### src/rtl/tpu_pkg.sv
`default_nettype none
// ---------------------------------------------------------------------------
// tpu_pkg: shared load-stage types and widths for the convolution TPU.
// Rev 1.0
// ---------------------------------------------------------------------------
package tpu_pkg;

  localparam int DEF_DATA_WIDTH = 8;
  localparam int DEF_MATRIX_DIM = 16;
  localparam int DEF_CONV_DIM   = 3;

  localparam int CONV_AW = $clog2(DEF_CONV_DIM);
  localparam int MAT_AW  = $clog2(DEF_MATRIX_DIM);

  typedef enum logic [1:0] {
    IDLE   = 2'd0,
    LOAD_K = 2'd1,
    LOAD_M = 2'd2
  } load_state_t;

  typedef struct packed {
    logic [CONV_AW-1:0] row;
    logic [CONV_AW-1:0] col;
  } conv_coord_t;

  typedef struct packed {
    logic [MAT_AW-1:0] row;
    logic [MAT_AW-1:0] col;
  } base_coord_t;

endpackage
`default_nettype wire

### src/rtl/tpu_loader_if.sv
`default_nettype none
// ---------------------------------------------------------------------------
// tpu_loader_if: command, byte-stream and SRAM write-port bundle of the loader.
// Rev 1.0
// ---------------------------------------------------------------------------
interface tpu_loader_if #(
  parameter int DATA_WIDTH = tpu_pkg::DEF_DATA_WIDTH,
  parameter int MATRIX_DIM = tpu_pkg::DEF_MATRIX_DIM,
  parameter int CONV_DIM   = tpu_pkg::DEF_CONV_DIM
);
  logic                          insert_kernel;
  logic                          insert_matrix;
  logic                          in_valid;
  logic                          in_ready;
  logic [DATA_WIDTH-1:0]         data_in;
  logic [DATA_WIDTH-1:0]         wr_data;
  logic [CONV_DIM-1:0]           kernel_we;
  logic [$clog2(CONV_DIM)-1:0]   kernel_addr;
  logic [MATRIX_DIM-1:0]         matrix_we;
  logic [$clog2(MATRIX_DIM)-1:0] matrix_addr;
  logic                          busy;
  logic                          kernel_loaded;
  logic                          matrix_loaded;
  logic                          load_done;
  logic                          cmd_err;

  modport master (
    output insert_kernel, insert_matrix, in_valid, data_in,
    input  in_ready, wr_data, kernel_we, kernel_addr, matrix_we, matrix_addr,
    input  busy, kernel_loaded, matrix_loaded, load_done, cmd_err
  );

  modport slave (
    input  insert_kernel, insert_matrix, in_valid, data_in,
    output in_ready, wr_data, kernel_we, kernel_addr, matrix_we, matrix_addr,
    output busy, kernel_loaded, matrix_loaded, load_done, cmd_err
  );
endinterface
`default_nettype wire

### src/rtl/rowcol_counter.sv
`default_nettype none
// ---------------------------------------------------------------------------
// rowcol_counter: row-major col/row walker with a runtime wrap limit.
// Rev 1.0
// ---------------------------------------------------------------------------
module rowcol_counter (
  input  logic                       clk,
  input  logic                       rst,
  input  logic                       clr,
  input  logic                       en,
  input  logic [tpu_pkg::MAT_AW-1:0] limit,
  output logic [tpu_pkg::MAT_AW-1:0] col,
  output logic [tpu_pkg::MAT_AW-1:0] row,
  output logic                       last
);
  import tpu_pkg::*;

  base_coord_t r_pos;

  always_ff @(posedge clk) begin
    if (!rst) begin
      r_pos <= '0;
    end else if (clr) begin
      r_pos <= '0;
    end else if (en) begin
      if (r_pos.col == limit) begin
        r_pos.col <= '0;
        r_pos.row <= r_pos.row + 1'b1;
      end else begin
        r_pos.col <= r_pos.col + 1'b1;
      end
    end
  end

  assign col  = r_pos.col;
  assign row  = r_pos.row;
  assign last = (r_pos.col == limit) && (r_pos.row == limit);

endmodule
`default_nettype wire

### src/rtl/tpu_loader.sv
`default_nettype none
// ---------------------------------------------------------------------------
// tpu_loader: scatters a byte stream row-major into banked kernel/matrix SRAMs.
// Rev 1.0
// ---------------------------------------------------------------------------
module tpu_loader #(
  parameter int DATA_WIDTH = tpu_pkg::DEF_DATA_WIDTH,
  parameter int MATRIX_DIM = tpu_pkg::DEF_MATRIX_DIM,
  parameter int CONV_DIM   = tpu_pkg::DEF_CONV_DIM
) (
  input  logic        clk,
  input  logic        rst,
  tpu_loader_if.slave bus
);
  import tpu_pkg::*;

  localparam logic [CONV_DIM-1:0]   c_k_one = {{(CONV_DIM-1){1'b0}}, 1'b1};
  localparam logic [MATRIX_DIM-1:0] c_m_one = {{(MATRIX_DIM-1){1'b0}}, 1'b1};

  load_state_t           r_state;
  logic [DATA_WIDTH-1:0] r_wr_data;
  logic [CONV_DIM-1:0]   r_kernel_we;
  logic [CONV_AW-1:0]    r_kernel_addr;
  logic [MATRIX_DIM-1:0] r_matrix_we;
  logic [MAT_AW-1:0]     r_matrix_addr;
  logic                  r_kernel_loaded;
  logic                  r_matrix_loaded;
  logic                  r_load_done;
  logic                  r_cmd_err;

  logic [MAT_AW-1:0]     w_col;
  logic [MAT_AW-1:0]     w_row;
  logic [MAT_AW-1:0]     w_limit;
  logic                  w_last;
  logic                  w_in_ready;
  logic                  w_accept;
  logic                  w_cmd;
  logic                  w_start;
  conv_coord_t           w_kpos;

  assign w_cmd      = bus.insert_kernel | bus.insert_matrix;
  assign w_start    = (r_state == IDLE) && w_cmd;
  assign w_in_ready = (r_state != IDLE);
  assign w_accept   = bus.in_valid && w_in_ready;
  assign w_limit    = (r_state == LOAD_K) ? MAT_AW'(CONV_DIM - 1) : MAT_AW'(MATRIX_DIM - 1);
  assign w_kpos     = '{row: w_row[CONV_AW-1:0], col: w_col[CONV_AW-1:0]};

  rowcol_counter u_rowcol (
    .clk   (clk),
    .rst   (rst),
    .clr   (w_start),
    .en    (w_accept),
    .limit (w_limit),
    .col   (w_col),
    .row   (w_row),
    .last  (w_last)
  );

  always_ff @(posedge clk) begin
    if (!rst) begin
      r_state         <= IDLE;
      r_wr_data       <= '0;
      r_kernel_we     <= '0;
      r_kernel_addr   <= '0;
      r_matrix_we     <= '0;
      r_matrix_addr   <= '0;
      r_kernel_loaded <= 1'b0;
      r_matrix_loaded <= 1'b0;
      r_load_done     <= 1'b0;
      r_cmd_err       <= 1'b0;
    end else begin
      r_kernel_we <= '0;
      r_matrix_we <= '0;
      r_load_done <= 1'b0;
      r_cmd_err   <= 1'b0;
      case (r_state)
        IDLE: begin
          // Kernel command has priority; a simultaneous matrix command is flagged.
          if (bus.insert_kernel) begin
            r_state         <= LOAD_K;
            r_kernel_loaded <= 1'b0;
            r_cmd_err       <= bus.insert_matrix;
          end else if (bus.insert_matrix) begin
            r_state         <= LOAD_M;
            r_matrix_loaded <= 1'b0;
          end
        end
        LOAD_K, LOAD_M: begin
          if (w_cmd) begin
            r_cmd_err <= 1'b1;
          end
          if (w_accept) begin
            r_wr_data <= bus.data_in;
            if (r_state == LOAD_K) begin
              r_kernel_we   <= c_k_one << w_kpos.col;
              r_kernel_addr <= w_kpos.row;
            end else begin
              r_matrix_we   <= c_m_one << w_col;
              r_matrix_addr <= w_row;
            end
            if (w_last) begin
              r_state     <= IDLE;
              r_load_done <= 1'b1;
              if (r_state == LOAD_K) begin
                r_kernel_loaded <= 1'b1;
              end else begin
                r_matrix_loaded <= 1'b1;
              end
            end
          end
        end
        default: r_state <= IDLE;
      endcase
    end
  end

  assign bus.in_ready      = w_in_ready;
  assign bus.busy          = w_in_ready;
  assign bus.wr_data       = r_wr_data;
  assign bus.kernel_we     = r_kernel_we;
  assign bus.kernel_addr   = r_kernel_addr;
  assign bus.matrix_we     = r_matrix_we;
  assign bus.matrix_addr   = r_matrix_addr;
  assign bus.kernel_loaded = r_kernel_loaded;
  assign bus.matrix_loaded = r_matrix_loaded;
  assign bus.load_done     = r_load_done;
  assign bus.cmd_err       = r_cmd_err;

endmodule
`default_nettype wire
### src/flat_wrapper.sv
// flat-port wrapper written by rule: the top's interface ports become plain ports
module tpu_loader_flat import tpu_pkg::*;
#(
  parameter int DATA_WIDTH = tpu_pkg::DEF_DATA_WIDTH,
  parameter int MATRIX_DIM = tpu_pkg::DEF_MATRIX_DIM,
  parameter int CONV_DIM   = tpu_pkg::DEF_CONV_DIM
)
  (clk, rst, bus_insert_kernel, bus_insert_matrix, bus_in_valid, bus_data_in, bus_in_ready, bus_wr_data, bus_kernel_we, bus_kernel_addr, bus_matrix_we, bus_matrix_addr, bus_busy, bus_kernel_loaded, bus_matrix_loaded, bus_load_done, bus_cmd_err);
  tpu_loader_if #(.DATA_WIDTH(DATA_WIDTH), .MATRIX_DIM(MATRIX_DIM), .CONV_DIM(CONV_DIM)) bus_i ();
  input  logic clk;
  input  logic rst;
  input wire logic [$bits(bus_i.insert_kernel)-1:0] bus_insert_kernel;
  input wire logic [$bits(bus_i.insert_matrix)-1:0] bus_insert_matrix;
  input wire logic [$bits(bus_i.in_valid)-1:0] bus_in_valid;
  input wire logic [$bits(bus_i.data_in)-1:0] bus_data_in;
  output wire logic [$bits(bus_i.in_ready)-1:0] bus_in_ready;
  output wire logic [$bits(bus_i.wr_data)-1:0] bus_wr_data;
  output wire logic [$bits(bus_i.kernel_we)-1:0] bus_kernel_we;
  output wire logic [$bits(bus_i.kernel_addr)-1:0] bus_kernel_addr;
  output wire logic [$bits(bus_i.matrix_we)-1:0] bus_matrix_we;
  output wire logic [$bits(bus_i.matrix_addr)-1:0] bus_matrix_addr;
  output wire logic [$bits(bus_i.busy)-1:0] bus_busy;
  output wire logic [$bits(bus_i.kernel_loaded)-1:0] bus_kernel_loaded;
  output wire logic [$bits(bus_i.matrix_loaded)-1:0] bus_matrix_loaded;
  output wire logic [$bits(bus_i.load_done)-1:0] bus_load_done;
  output wire logic [$bits(bus_i.cmd_err)-1:0] bus_cmd_err;
  assign bus_i.insert_kernel = bus_insert_kernel;
  assign bus_i.insert_matrix = bus_insert_matrix;
  assign bus_i.in_valid = bus_in_valid;
  assign bus_i.data_in = bus_data_in;
  assign bus_in_ready = bus_i.in_ready;
  assign bus_wr_data = bus_i.wr_data;
  assign bus_kernel_we = bus_i.kernel_we;
  assign bus_kernel_addr = bus_i.kernel_addr;
  assign bus_matrix_we = bus_i.matrix_we;
  assign bus_matrix_addr = bus_i.matrix_addr;
  assign bus_busy = bus_i.busy;
  assign bus_kernel_loaded = bus_i.kernel_loaded;
  assign bus_matrix_loaded = bus_i.matrix_loaded;
  assign bus_load_done = bus_i.load_done;
  assign bus_cmd_err = bus_i.cmd_err;
  tpu_loader #(.DATA_WIDTH(DATA_WIDTH), .MATRIX_DIM(MATRIX_DIM), .CONV_DIM(CONV_DIM)) u_core (.clk(clk), .rst(rst), .bus(bus_i));
endmodule
### config.mk
export PLATFORM = sky130hd
export DESIGN_NAME = tpu_loader_flat
export DESIGN_NICKNAME = d
export VERILOG_FILES = /design/src/rtl/tpu_pkg.sv /design/src/rtl/tpu_loader_if.sv /design/src/rtl/rowcol_counter.sv /design/src/rtl/tpu_loader.sv /design/src/flat_wrapper.sv
export SDC_FILE = /design/constraint.sdc
export NUM_CORES = 1
export LEC_CHECK = 0
export CAP_MARGIN = 20
export CORE_UTILIZATION = 35
export CTS_BUF_LIST = sky130_fd_sc_hd__clkbuf_8
export CTS_CLUSTER_DIAMETER = 150
export DETAILED_ROUTE_END_ITERATION = 8
export HOLD_SLACK_MARGIN = 0.05
export SETUP_SLACK_MARGIN = 0.1
export SLEW_MARGIN = 25
export SYNTH_ARGS = -nofsm -noshare
export SYNTH_HDL_FRONTEND = slang
export SYNTH_SLANG_ARGS = --single-unit
### constraint.sdc
create_clock -name clk -period 2.5 [get_ports clk]
set_input_delay 0.625 -clock clk [delete_from_list [all_inputs] [get_ports clk]]
set_output_delay 0.625 -clock clk [all_outputs]
set_load 0.02 [all_outputs]
==> summary.md <==
| Metric | Value |
|---|---|
| Syn Area/Cell | `~9.6 um2` |
| Synth warn | `0` |
| First-pass GRT wire length | `roughly 6.8 mm` |
| Post-DR vias/cell | `around 4.6` |
| Met1 Use GR | `between 10% and 20%` |
| Final wirelength | `between 3 and 4 mm` |
| IO buf count | `between 50 and 60` |
| Top-count cell post-synth | `dfxtp_1` |
| FF-to-FF End | `u_core.r_state[1]` |
| Worst hold path stage count | `2` |
| Via count | `~1500` |
| Die area | `about 5800 um2` |
| Routability cong. | `~0.82` |
| Drt pass-1 iters | `4` |
| Post-synthesis sequential area ratio | `between 40 and 50%` |
| Tcrit/Tclk final | `roughly nine tenths` |
| Met2 GRT Util | `between 20% and 30%` |
| Int Pwr | `about 1.4 mW` |
| Most Crowded Layer GR | `met2` |
| Remaining Overflow, GRT | `0` |
| Synth cell types | `40` |
| Max-cap violation count | `0` |
| Wire length per cell | `about 12 um` |
| CP max FO | `8` |
| FF+latch count, synth | `47` |
| Final Setup Violations | `0` |
| Mapped Cells | `200` |
| Clock share of power | `a little under a third` |
| Die height | `approximately 76 um` |
| Post-synth top area share | `around half` |
| Placed instance area | `~2500 um2` |
| Leading post-synthesis cells by cell area | `dfxtp_1, ha_1, nand2_1` |
| Leading area contributor after synthesis | `dfxtp_1` |
| Critical Path Source Type | `flip-flop` |
| Slew Limit Headroom | `69.55%` |
| Dominant synthesized flop cell | `dfxtp_1` |
| Final std cell area, no fill | `approximately 2600 um2` |
| Share of layout cells above drive strength 1 | `under 10%` |
| Combinational share of power | `29.5%` |
| Cts repair resizes | `2` |
| Die Wd | `76.03 um` |
| # clock sinks | `between 40 and 50` |
| P_leak | `~1.0 nW` |
| R2R cell count | `7` |
| Skew final | `approximately 0.0077 ns` |
| Critical Path AT | `about 1.6 ns` |
| # diodes | `0` |
| Met3 usage | `4.671%` |
| Setup TNS | `0 ns` |
| Sequential Power Share | `39.4%` |
| Post-CTS setup buffers | `0` |
| Post-synthesis net count | `224` |
| DR DRC count | `0` |
| Area of the core | `5205 um2` |
| Row count | `26` |
| Asr flop ratio synth | `0%` |
| Final Hold Viols | `0` |
| Flop2flop setup slack | `~0.35 ns` |
| Hold_buf cts | `0` |
| CP Class | `flip-flop to output port` |
| Slew @ Worst Pin | `approximately 0.46 ns` |
| Net Sw Frac | `a little under a third` |
| Initial antenna violation count | `0` |
| Clk_lat worst skew | `0.30 ns` |
| VDD IR max | `0.5078 mV` |
| P_sw | `about 0.65 mW` |
| FF-to-FF Start | `u_core.r_state[1]` |
| Setup crit start | `u_core.r_state[0]` |
| H-Tree Depth | `2` |
| RSZ-0062 raised after global routing | `no` |
| Crit. End Element | `output port` |
| CTS Buf Count | `5` |
| CTS tree | `done` |
| Status | `complete, no violations` |
| # nets final | `approximately 280` |
| Clk buf depth | `2` |
| CTS Root Cell | `clkbuf_8` |
| Crit path to | `bus_in_ready` |
| P&R area growth vs syn | `37.77%` |
| Power Density | `around 800 nW/um2` |
| Post-synth EDFFs | `0` |
| Reg clk slew, reported paths | `roughly 0.090 ns` |
| Tot GR Track Use | `14.56%` |
| Crit path required time | `around 1.9 ns` |
| Initial Utilization | `between 30% and 40%` |
| Final min period | `between 2 and 2.5 ns` |
| Commonest cells in the netlist | `dfxtp_1, nand2_1, nor2_1` |
| Vias in the first global route | `1417` |
| DRT iter0 DRCs | `54` |
| Hpwl dp | `between 2 and 3 mm` |
| Post-route ant nets | `0` |
| FMAX | `around 450 MHz` |
| Worst Hold Class | `flip-flop to flip-flop` |
| Slew Viols, Final | `0` |
| Largest net degree at the start of global routing | `16` |
| Ports | `between 50 and 60` |
| Synthesized cell area | `roughly 1900 um2` |
| # fillers | `between 500 and 600` |
==> state kept, by name (all words and copies together), names as in the netlist, 2 cells and up <==
name	count
u_core.bus.matrix_we	16
u_core.bus.wr_data	8
u_core.bus.kernel_we	3
u_core.bus.kernel_addr	2
u_core.u_rowcol.col	4
u_core.u_rowcol.row	4
u_core.bus.matrix_addr	4
u_core.r_state	2
==> how the worst min path moves through the flow <==
stage	slack [ns]	endpoint	startpoint
4_1_cts	0.47	u_core.bus.wr_data[0]	u_core.bus.wr_data[0]
2_1_floorplan	0.47	u_core.bus.matrix_addr[3]	u_core.u_rowcol.row[3]
3_5_place_dp	0.46	u_core.bus.wr_data[0]	u_core.bus.wr_data[0]
6_report	0.47	u_core.bus.wr_data[0]	u_core.bus.wr_data[0]
3_3_place_gp	0.45	u_core.bus.wr_data[0]	u_core.bus.wr_data[0]
5_1_grt	0.50	u_core.bus.wr_data[7]	u_core.bus.wr_data[7]
==> layout by cell type, fill, tap and decap left out, types with 5 or more instances in the layout <==
master	instances
buf_4	5
ha_1	11
and2_1	5
clkbuf_8	5
a21boi_0	14
dfxtp_1	47
nor2_1	15
nand2_1	32
inv_1	6
clkdlybuf4s50_1	49
o21ai_0	7
and3_1	14
==> per-stage QoR <==
| step | setup WS [ns] | hold slack [ns] | util [%] | std cells | total power, mW |
|---|---|---|---|---|---|
| floorplan | 0.6973 | 0.4733 | - | 200 | 1.294 |
| global placement | 0.2851 | 0.4545 | 48.20 | 318 | 1.475 |
| detailed placement | 0.2740 | 0.4586 | 48.20 | 318 | 1.475 |
| CTS | 0.2512 | 0.4708 | 50.77 | 326 | 2.110 |
| global route | 0.1458 | 0.4997 | 50.77 | 326 | 2.209 |
| finish | 0.2773 | 0.4651 | 50.77 | 326 | 2.081 |
==> kinds of logic (layout without fill, tap and decap cells) <==
family | Yosys count | after routing | synth area share, %
and+or+nand+nor | 88 | 88 | 24.59
muxes | 1 | 1 | 0.5219
DFF | 47 | 47 | 49.05
xor gates and xnor gates | 4 | 4 | 1.827
buffers and inverters | 14 | 70 | 3.522
AOI/OAI and AO/OA | 35 | 35 | 13.31
adders and majority gates | 11 | 11 | 7.175
==> cell type report <==
| type | count | area, um2 | area share, % |
|---|---|---|---|
| timing repair buffer | 56 | 545.5 | 20.64 |
| clock inverter | 3 | 67.56 | 2.557 |
| sequential | 47 | 940.9 | 35.61 |
| clock buffer | 5 | 68.82 | 2.604 |
| tap | 70 | 87.58 | 3.314 |
| inverter | 6 | 22.52 | 0.8523 |
| multi-input combinational | 139 | 909.6 | 34.42 |
==> worst max-delay path, stage by stage, from the launching register on <==
cell	delay, ns
dfxtp_1	0.39
inv_1	0.10
ha_1	0.28
inv_1	0.17
dlygate4sd2_1	0.36
==> metal layers <==
layer | share of wire [%] | up-vias
li1 | - | 792
met3 | 4.8 | 4
met4 | 0.49 | 0
met2 | 44 | 34
met5 | 0 | -
met1 | 51 | 677
==> power groups by stage <==
| stage | Sequential (mW) | Combinational, mW | Clock (mW) |
|---|---|---|---|
| floorplan | 0.863 | 0.431 | 0 |
| CTS | 0.822 | 0.621 | 0.668 |
| finish | 0.821 | 0.614 | 0.647 |
| global placement | 0.838 | 0.636 | 0 |
| detailed placement | 0.839 | 0.637 | 0 |
| global route | 0.830 | 0.681 | 0.698 |
(Power assumes the default switching activity.)
